File: src/rtl/gouram_trace_pkg.sv
// Shared definitions for the trace serialiser: word-count helper, FSM states
// and drop-counter width.
package gouram_trace_pkg;

    localparam int unsigned DROP_CNT_W = 16;

    typedef enum logic {
        ST_IDLE = 1'b0,
        ST_SEND = 1'b1
    } tx_state_e;

    function automatic int unsigned calc_wpr(input int unsigned trace_w,
                                             input int unsigned word_w);
        return (trace_w + word_w - 1) / word_w;
    endfunction

endpackage

File: src/rtl/trace_record_fifo.sv
// Circular record buffer; exposes the head and the entry behind it so the
// serialiser can roll straight onto the next record without a bubble.
module trace_record_fifo #(
    parameter int unsigned WIDTH = 609,
    parameter int unsigned DEPTH = 2
) (
    input  logic                       clk,
    input  logic                       rst,
    input  logic                       push_i,
    input  logic [WIDTH-1:0]           data_i,
    input  logic                       pop_i,
    output logic [WIDTH-1:0]           head_o,
    output logic [WIDTH-1:0]           head_next_o,
    output logic [$clog2(DEPTH):0]     count_o,
    output logic                       full_o,
    output logic                       empty_o
);

    localparam int unsigned AW = $clog2(DEPTH);
    localparam int unsigned CW = AW + 1;

    logic [WIDTH-1:0] mem_q [DEPTH];
    logic [AW-1:0]    wr_ptr_q, wr_ptr_d;
    logic [AW-1:0]    rd_ptr_q, rd_ptr_d;
    logic [CW-1:0]    count_q, count_d;

    always_comb begin
        wr_ptr_d = wr_ptr_q;
        rd_ptr_d = rd_ptr_q;
        if (push_i) wr_ptr_d = AW'(wr_ptr_q + 1'b1);
        if (pop_i)  rd_ptr_d = AW'(rd_ptr_q + 1'b1);
        count_d = CW'(count_q + CW'(push_i) - CW'(pop_i));
    end

    always_ff @(posedge clk) begin
        if (rst) begin
            wr_ptr_q <= '0;
            rd_ptr_q <= '0;
            count_q  <= '0;
        end else begin
            wr_ptr_q <= wr_ptr_d;
            rd_ptr_q <= rd_ptr_d;
            count_q  <= count_d;
        end
    end

    // Storage needs no reset: occupancy is tracked by the pointers alone.
    always_ff @(posedge clk) begin
        if (push_i) mem_q[wr_ptr_q] <= data_i;
    end

    assign head_o      = mem_q[rd_ptr_q];
    assign head_next_o = mem_q[AW'(rd_ptr_q + 1'b1)];
    assign count_o     = count_q;
    assign full_o      = (count_q == CW'(DEPTH));
    assign empty_o     = (count_q == '0);

endmodule

File: src/rtl/trace_serialiser.sv
// Buffers wide trace records and streams each one out as WORD_WIDTH words
// over a valid/ready interface, counting records lost to a full buffer.
module trace_serialiser
    import gouram_trace_pkg::*;
#(
    parameter int unsigned TRACE_WIDTH = 609,
    parameter int unsigned WORD_WIDTH  = 32,
    parameter int unsigned FIFO_DEPTH  = 2
) (
    input  logic                   clk,
    input  logic                   rst,
    input  logic                   trace_valid_i,
    input  logic [TRACE_WIDTH-1:0] trace_data_i,
    output logic [WORD_WIDTH-1:0]  tdata_o,
    output logic                   tvalid_o,
    input  logic                   tready_i,
    output logic                   tlast_o,
    output logic                   overflow_o,
    output logic [DROP_CNT_W-1:0]  drop_count_o,
    output logic                   busy_o
);

    localparam int unsigned WPR   = calc_wpr(TRACE_WIDTH, WORD_WIDTH);
    localparam int unsigned PAD_W = WPR * WORD_WIDTH;
    localparam int unsigned IDX_W = (WPR > 1) ? $clog2(WPR) : 1;
    localparam int unsigned CW    = $clog2(FIFO_DEPTH) + 1;

    tx_state_e              state_q, state_d;
    logic [IDX_W-1:0]       idx_q, idx_d;
    logic                   tvalid_q, tvalid_d;
    logic [WORD_WIDTH-1:0]  tdata_q, tdata_d;
    logic                   tlast_q, tlast_d;
    logic                   overflow_q, overflow_d;
    logic [DROP_CNT_W-1:0]  drop_cnt_q, drop_cnt_d;
    logic                   busy_q, busy_d;

    logic                   hs, last_hs, push_req, fifo_push, drop;
    logic [TRACE_WIDTH-1:0] fifo_head, fifo_head_next;
    logic [CW-1:0]          fifo_count, count_next;
    logic                   fifo_full, fifo_empty;

    trace_record_fifo #(
        .WIDTH (TRACE_WIDTH),
        .DEPTH (FIFO_DEPTH)
    ) u_fifo (
        .clk         (clk),
        .rst         (rst),
        .push_i      (fifo_push),
        .data_i      (trace_data_i),
        .pop_i       (last_hs),
        .head_o      (fifo_head),
        .head_next_o (fifo_head_next),
        .count_o     (fifo_count),
        .full_o      (fifo_full),
        .empty_o     (fifo_empty)
    );

    // Word k of a record, zero-padded above the top record bit.
    function automatic logic [WORD_WIDTH-1:0] word_of(input logic [TRACE_WIDTH-1:0] rec,
                                                      input logic [IDX_W-1:0]       k);
        logic [PAD_W-1:0] pad;
        pad = PAD_W'(rec);
        return pad[int'(k) * WORD_WIDTH +: WORD_WIDTH];
    endfunction

    always_comb begin
        state_d    = state_q;
        idx_d      = idx_q;
        tvalid_d   = tvalid_q;
        tdata_d    = tdata_q;
        tlast_d    = tlast_q;
        overflow_d = overflow_q;
        drop_cnt_d = drop_cnt_q;

        hs       = tvalid_q && tready_i;
        last_hs  = hs && tlast_q;
        push_req = trace_valid_i && !rst;
        // A slot frees on the same edge the head's last word leaves.
        fifo_push = push_req && (!fifo_full || last_hs);
        drop      = push_req && fifo_full && !last_hs;

        case (state_q)
            ST_IDLE: begin
                if (!fifo_empty) begin
                    state_d  = ST_SEND;
                    idx_d    = '0;
                    tvalid_d = 1'b1;
                    tdata_d  = word_of(fifo_head, '0);
                    tlast_d  = (WPR == 1);
                end
            end
            ST_SEND: begin
                if (hs) begin
                    if (tlast_q) begin
                        idx_d = '0;
                        if (fifo_count > CW'(1)) begin
                            tdata_d = word_of(fifo_head_next, '0);
                            tlast_d = (WPR == 1);
                        end else begin
                            state_d  = ST_IDLE;
                            tvalid_d = 1'b0;
                            tlast_d  = 1'b0;
                        end
                    end else begin
                        idx_d   = IDX_W'(idx_q + 1'b1);
                        tdata_d = word_of(fifo_head, idx_d);
                        tlast_d = (idx_d == IDX_W'(WPR - 1));
                    end
                end
            end
            default: state_d = ST_IDLE;
        endcase

        if (drop) begin
            overflow_d = 1'b1;
            if (drop_cnt_q != '1) drop_cnt_d = DROP_CNT_W'(drop_cnt_q + 1'b1);
        end

        count_next = CW'(fifo_count + CW'(fifo_push) - CW'(last_hs));
        busy_d     = (count_next != '0) || (state_d == ST_SEND);
    end

    always_ff @(posedge clk) begin
        if (rst) begin
            state_q    <= ST_IDLE;
            idx_q      <= '0;
            tvalid_q   <= 1'b0;
            tdata_q    <= '0;
            tlast_q    <= 1'b0;
            overflow_q <= 1'b0;
            drop_cnt_q <= '0;
            busy_q     <= 1'b0;
        end else begin
            state_q    <= state_d;
            idx_q      <= idx_d;
            tvalid_q   <= tvalid_d;
            tdata_q    <= tdata_d;
            tlast_q    <= tlast_d;
            overflow_q <= overflow_d;
            drop_cnt_q <= drop_cnt_d;
            busy_q     <= busy_d;
        end
    end

    assign tdata_o      = tdata_q;
    assign tvalid_o     = tvalid_q;
    assign tlast_o      = tlast_q;
    assign overflow_o   = overflow_q;
    assign drop_count_o = drop_cnt_q;
    assign busy_o       = busy_q;

endmodule

File: config.mk
export PLATFORM = sky130hd
export DESIGN_NAME = trace_serialiser
export DESIGN_NICKNAME = d
export VERILOG_FILES = /design/src/rtl/gouram_trace_pkg.sv /design/src/rtl/trace_record_fifo.sv /design/src/rtl/trace_serialiser.sv
export SDC_FILE = /design/constraint.sdc
export NUM_CORES = 1
export LEC_CHECK = 0
export CORE_MARGIN = 2
export CORE_UTILIZATION = 30
export DETAILED_ROUTE_END_ITERATION = 8
export GPL_ROUTABILITY_DRIVEN = 0
export GPL_TIMING_DRIVEN = 0
export PLACE_DENSITY_LB_ADDON = 0.1
export SLEW_MARGIN = 20
export SYNTH_ARGS = -nofsm -noshare
export SYNTH_HDL_FRONTEND = slang
export SYNTH_SLANG_ARGS = --single-unit
File: constraint.sdc
create_clock -name clk -period 45 [get_ports clk]
set_input_delay 9 -clock clk [delete_from_list [all_inputs] [get_ports clk]]
set_output_delay 9 -clock clk [all_outputs]
set_load 0.02 [all_outputs]
==> results.txt, run 1 <==
The run finished with clean final reports. The final layout contains between 4,000 and 5,000 nets. The leakage power is ~21 nW.

The adder-cell share of the synthesized area is 0.09921%. Global routing used 20.77% of the available tracks across all layers. The number of stages on the worst hold path is 2.

The worst clock skew is between 0.02 and 0.025 ns. On the worst path, the slowest cell contributes a delay of 0.71 ns. The post-route total power came out at 0.002749 W. Summing the areas of all xor and xnor instances in the mapped netlist gives less than 1% of the synthesized area. The first global-routing pass estimated roughly 250,000 um of wire. The cell count after synthesis is 2,565.

The H-tree depth reported by CTS is 4. The sequential element share of the synthesized area is 75.00%. TritonCTS built the clock tree.

The post-layout instance count excluding filler cells is 5,779. The count of flip-flops with a built-in enable after synthesis is between 1,000 and 1,500. The critical path is of the in -> reg type. Walking the worst path, the cells encountered are clkdlybuf4s50_1 > nand3_1 > a21oi_1 > nor2b_4 > buf_12 > buf_12 > buf_12 > buf_16 > buf_16 > buf_16.

The count of cell types in the netlist came out at 64. In this run the clock root is driven by a clkbuf_16. Summing the areas of all compound-gate instances in the mapped netlist gives 4.219% of the synthesized area. STA puts the critical path data required time at between 40 and 50 ns.

The net count after synthesis is ~3,200. The flip-flop and latch count after synthesis came out at around 1,300. The number of inserted filler cells in the final layout came out at between 15,000 and 20,000.

CTS saw around 1,300 sinks. STA classifies the critical path endpoint as a register. The vertical die dimension came out at roughly 410 um. The post-cts sizing count came out at 0. From left edge to right edge, the die measures 414.1 um. The core area came out at ~170,000 sq um.

The worst slew slack as a fraction of its limit came out at ~18%. The count of input and output buffers is 664. Detailed placement finished with a half-perimeter wire length of between 100,000 and 150,000 um. The clock period could shrink to 11.74 ns.

The post-route DRC violation count is 0. The simple-gate portion of the synthesized area came out at under 10%. After the first detailed-routing iteration, the DRC count stood at between 2,000 and 3,000. Setup violations remaining at the end of the flow were counted as 0. The proportion of synthesized area in mux cells is between 10% and 20%. The total vias in the final route came out at just under 30,000.

The number of post-CTS setup repair buffers is 0. The proportion of synthesized flip-flops having asynchronous set or reset came out at 0%. In this run the core area contains 150 standard-cell rows. The pin count of the biggest net entering global routing came out at between 50 and 60. Setup repair after global routing left no endpoint under its margin.

Once placement completed, the tool counted placed cells totaling approximately 5,500. The cell area after synthesis came out at ~50,000 sq um. The power per unit of standard cell area is about 42 nW/um^2. The clock latency on the worst-skew pair is between 0.7 and 0.8 ns. The routed design has approximately 180,000 um of wire.

The number of buffers on the longest clock path came out at 3. The commonest register cell after synthesis is edfxtp_1. The critical path contains buffers and inverters numbering 7 combined. The total number of yosys warnings came out at 0. The total clock buffers created by CTS came out at between 150 and 200.

After routing, the total negative slack on setup checks comes to 0 ns. The average wire per cell in the routed design is 31.35 um. The arrival time of the worst setup path is 12.20 ns.

The slowest stage of the critical path belongs to the cell nor2b_4. The hold violation total from the final report was 0. The max-slew violation total from the final report was 0. The first detailed-routing pass took 5 iterations. Measured in cells, the most critical reg-to-reg path has a length of 16. The kind of cell with the highest combined delay along the critical path is buffers and inverters.

The tightest min-delay check is of the reg -> reg type. The count of nets left with antenna violations once routing finished came out at 0. The slew at the pin closest to its max-slew limit is about 1.2 ns. The sequential cell area is between 30,000 and 40,000 sq um. STA classifies the critical path startpoint as a primary input. The average footprint of a synthesized cell came out at around 20 sq um. The multi-input logic area is roughly 12,000 sq um.

The summed area of non-filler cells in the final layout came out at around 66,000 sq um. Global routing finished with a remaining overflow of 0. The maximum vdd ir drop came out at around 0.034 mV. The number of antenna violations at the first check in global routing is approximately 120.

The clock-pin slew reported for the worst setup and hold paths after clock tree synthesis came out at around 0.05 ns. The tool flagged a number of max-cap violations equal to 0. Once the floorplan was initialized, standard cells occupied between 30% and 40% of the core.

The instance area at placement is between 60,000 and 70,000 sq um. For this design the top-level I/O count stands at approximately 670. The count of hold-fix buffers inserted at cts came out at 0. The number of stages on the worst setup path came out at 10.

Compared with the post-synthesis result, the final layout area differs by 30.51%. Of all nets on the critical path, the largest fanout is 20. The main combinational cell family by area after synthesis is multiplexers. The share of the clock period used by the worst path is between 20% and 30%. Timing would allow up to approximately 85 MHz. The die footprint came out at 171,500 sq um. The via-per-instance ratio came out at between 5 and 6. Of the cells placed in the final design, the portion with a size suffix greater than 1 is 18.21%. The via count of the first global-routing pass is 30,690.
[cells in the mapped netlist (18+ instances only)]
master	number	area [sq um]
nand3_1	30	150.1
nor2_1	121	454.2
dfxtp_1	63	1261
buf_2	36	180.2
mux2_2	46	518.0
mux4_2	239	5383
nand2_1	67	251.5
and2_1	29	181.4
clkbuf_1	67	251.5
a21oi_1	73	365.4
a211oi_1	18	135.1
a22oi_1	39	292.8
o221ai_1	40	350.3
o22ai_1	28	175.2
buf_4	31	232.7
mux2i_1	181	1812
nor4_1	18	112.6
edfxtp_1	1218	36580
[layer usage]
layer  global-route usage, %  vias to the layer above  wire, um
met5                       0                        -       374
met4                   6.413                       60      6281
met3                   4.821                      390     11000
met2                   37.93                     1066     95230
met1                   23.99                    15060     68290
li1                        -                    12430         -
[kinds of logic after synthesis]
logic type,Yosys count
xor+xnor,24
mux,469
simple gates,319
compound gates,304
fa+ha+maj,4
flops,1281
buf+inv,164
[state kept, by name, summed over array words and instances, names as in the netlist, named ones only]
name,flops
busy_o,1
drop_count_o,16
idx_q,5
overflow_o,1
state_q,1
tdata_o,32
tlast_o,1
tvalid_o,1
u_fifo.count_o,2
u_fifo.mem_q,1218
u_fifo.rd_ptr_q,1
u_fifo.wr_ptr_q,1
[layout by cell type (no fill, tap or decap), drive strengths merged, types with 40 or more instances in the layout]
master         netlist  final
edfxtp            1218   1218
clkdlybuf4s50        0    664
clkbuf              67    261
mux4               241    241
mux2i              181    181
buf                 93    141
nor2               121    121
a21oi               73     73
nand2               67     67
dfxtp               63     63
clkinv               0     62
mux2                47     47
o221ai              40     40
[where the power goes]
group / switching (W) / internal [W] / leakage [nW]
clock network: 0.000488 / 0.000683 / 2.31
registers: 0.0000127 / 0.00136 / 11.7
logic: 0.000106 / 0.000101 / 6.93
total: 0.000606 / 0.00214 / 20.9
[tightest hold or removal path: stages, from the launching register on]
cell     delay (ns)
dfxtp_1        0.31
inv_1          0.05
a21oi_1        0.05
[layout make-up]
type	count	area share, %
antenna	22	0.08362
buffer	160	1.408
clock buffer	194	6.157
clock inverter	82	1.032
inverter	4	0.02281
multi-input combinational	1120	17.82
sequential	1281	57.47
tap	2204	4.189
timing repair buffer	712	11.82
[metrics by stage]
step,worst slack (ns),util [%],hold WS [ns]
finish,33.26,39.42,0.4488
global route,33.14,39.41,0.4845
CTS,33.31,39.38,0.4482
detailed placement,32.50,36.55,0.4395
global placement,-9.886,35.83,0.4430
floorplan,7.229,-,0.4983
[final timing paths]
kind	startpoint	endpoint	slack, ns
hold / removal	overflow_o	overflow_o	0.45
setup reg to reg	idx_q[0]	tdata_o[22]	38.62
setup / recovery	tready_i	u_fifo.mem_q[0][344]	33.26
hold reg to reg	overflow_o	overflow_o	0.45
(Power assumes the default switching activity.)
==> run 2, diff against run 1 <==
- clock period: 45 -> 12 ns (I/O delays scaled with it)
==> results.txt, run 2 (synthesis gave the netlist of run 1 again) <==
The flow ran to the end, and the final reports show no timing, DRC or antenna violations. The biggest fanout along the worst timing path came out at 10. The number of primary I/O pins came out at between 600 and 700. The post-place setup slack came out at about 5.4 ns. The number of sinks on the clock net is approximately 1,300. The number of antenna violations at the first check in global routing is around 110. The final wirelength is around 180,000 um.

The max-slew violation total from the final report came to 0. The final setup violation count came out at 0. The required time at the worst-slack endpoint came out at 12.71 ns. The pin count of the biggest net entering global routing came out at between 50 and 60.

The number of buffers on the longest clock path is 3. Global routing used between 20% and 30% of the available tracks. The share of the clock period used by the worst path is 54.01%.

The slew at the pin closest to its max-slew limit is ~1.2 ns. The count of nets left with antenna violations once routing finished came out at 0. The worst setup path is captured at a register. The CTS tree is yes.

The design draws between 0.01 and 0.015 W. Excluding fillers, the count of instances in the completed layout stands at a little under 6,000. The width of the die came out at 414.1 um.

The post-layout net count came out at between 4,000 and 5,000. For the worst-skew pair, the clock arrives at the later sink with an insertion delay of between 0.8 and 0.9 ns. The worst-case IR drop observed on VDD is 0.1549 mV. The core region is between 150,000 and 200,000 sq um. The number of post-CTS setup repair buffers came out at 0. The arrival time of the worst setup path is a little over 7 ns. The wire length of the first global-routing pass came out at roughly 240,000 um.

The number of standard-cell rows in the floorplan came out at 150. The power per unit of standard cell area came out at around 160 nW/um^2. Traced cell by cell, the critical path runs through buf_4 > buf_2 > inv_1 > buf_2 > buf_2 > clkbuf_1 > ha_1 > buf_2 > buf_2 > buf_2 > buf_2 > clkbuf_1 > a21oi_1 > nor3_1 > o21ai_1 > o221ai_1.

The average wire per cell in the routed design is 31.19 um. The class of the tightest hold or removal check is reg -> reg. The via-per-instance ratio came out at 5.037.

The critical path startpoint category is a register. The number of stages on the worst hold path is 2. The post-route DRC violation count came out at 0. The largest individual stage delay along the critical path comes from the cell clkbuf_1. The count of input and output buffers came out at roughly 660.

The H-tree depth reported by CTS came out at 4. Setup repair after global routing left no endpoint under its margin. Headroom to the max-slew limit came out at between 20% and 30%. The tree is rooted in a clkbuf_16. The startpoint identified for the worst register-to-register timing path is idx_q[0]. The synthesis-to-layout area growth came out at 30.71%. The launching element of the worst setup path is idx_q[0]. The total vias in the final route came out at between 20,000 and 30,000. The minimum setup slack among reg-to-reg paths is between 5 and 6 ns. The worst register-to-register path ends at tdata_o[22]. In the layout the commonest cells are edfxtp_1 (1,218), clkdlybuf4s50_1 (664), mux4_2 (239). Counting the fill cells in the layout gives about 15,000.

The HPWL reported at the end of detailed placement is 139,000 um. The hold violation total from the final report is 0. The number of flip-flops under the largest register name came out at 1,218. For this design, the CTS-stage hold fixing added 0 buffers. The total clock buffers created by CTS is 150. The tool flagged a number of max-cap violations equal to 0. The via count of the first global-routing pass came to just over 30,000.

The end point of the critical path is tdata_o[22]. The count of TritonRoute iterations in the first routing pass came out at 6. The layout cell share with drive strength beyond 1 is 18.18%. The time the worst path needs with I/O delays and setup is 6.481 ns. The leakage power is roughly 21 nW. The longest individual stage delay on the worst path came out at ~0.77 ns. The clock-pin slew reported for the worst setup and hold paths after clock tree synthesis is ~0.060 ns. The register with the most flip-flops in the final layout is u_fifo.mem_q. Leaving out fill and tap cells, the most frequent cell in the layout is edfxtp_1. The cell count of the worst reg-to-reg path is 16. The die covers 171,500 sq um. The summed area of non-filler cells in the final layout came out at about 66,000 sq um. Based on the critical path, the design can be clocked at up to about 150 MHz. Adding up every negative setup slack in the final design gives 0 ns.

The vertical die dimension came out at 414.1 um. Counting tap cells, the placed design contains a total of 5,481 instances. The global-route congestion overflow total is 0. The setup slack of the critical path after layout came out at about 5.5 ns.

The instance area at placement came out at between 60,000 and 70,000 sq um. The initial utilization of the core area, before any placement, comes to a little under a third. Between clock sinks in the finished design, the worst skew comes to 0.04437 ns. By instance count, the cell type seen most on the critical path is buf_2. The violation count after the first detailed-routing iteration came out at approximately 2,500.

The post-cts sizing count came out at 0. The type of the worst setup path is reg -> reg.
==> run 2: cell count changes in the layout (fill, tap and decap cells not counted), sizes merged <==
cell      delta
inv          -2
clkinvlp     -1
bufinv       -2
clkbuf       +5
diode        +1
==> run 2: stage by stage <==
step,hold WS [ns],utilization (%)
floorplan,0.5222,-
global placement,0.4448,35.86
detailed placement,0.4508,36.55
CTS,0.4598,39.44
global route,0.4857,39.46
finish,0.4521,39.48
==> run 2: worst min-delay path by stage <==
stage               startpoint         end  slack [ns]
floorplan           overflow_o  overflow_o        0.52
global placement    overflow_o  overflow_o        0.44
detailed placement  overflow_o  overflow_o        0.45
CTS                 overflow_o  overflow_o        0.46
global route        overflow_o  overflow_o        0.49
finish              overflow_o  overflow_o        0.45
==> run 2: worst max-delay path, delay by kind of cell, from the launching register on <==
kind                     cells  cell delay, ns
AO/OA/AOI/OAI                3            0.29
adder cells (fa/ha/maj)      1            0.40
AND/OR/NAND/NOR              1            0.59
buffers and inverters       11            4.73
flip-flops                   1            0.31
==> run 2: where the power goes <==
part | switching (W) | internal (W)
logic | 0.000396 | 0.000376
registers | 0.0000467 | 0.00510
clock network | 0.00190 | 0.00252
total | 0.00234 | 0.00799
==> run 2: per-layer routing <==
metal	part of all wire, %	vias to the layer above	global-route usage (%)
met4	4.0	58	7.941
met2	52	1131	37.17
met3	6.1	398	4.895
li1	-	12430	-
met1	38	15100	23.85
met5	0.20	-	0
==> run 2: cell type report <==
class / count / area, sq um / share of cell area [%]
well taps: 2204 / 2758 / 4.182
diodes: 23 / 57.56 / 0.08728
plain buffers: 160 / 927.1 / 1.406
flip-flops and latches: 1281 / 37840 / 57.38
inverters: 4 / 15.01 / 0.02277
repair buffers: 713 / 7760 / 11.77
multi-input cells: 1120 / 11770 / 17.85
clock inverters: 77 / 802.0 / 1.216
clock buffers: 198 / 4016 / 6.091
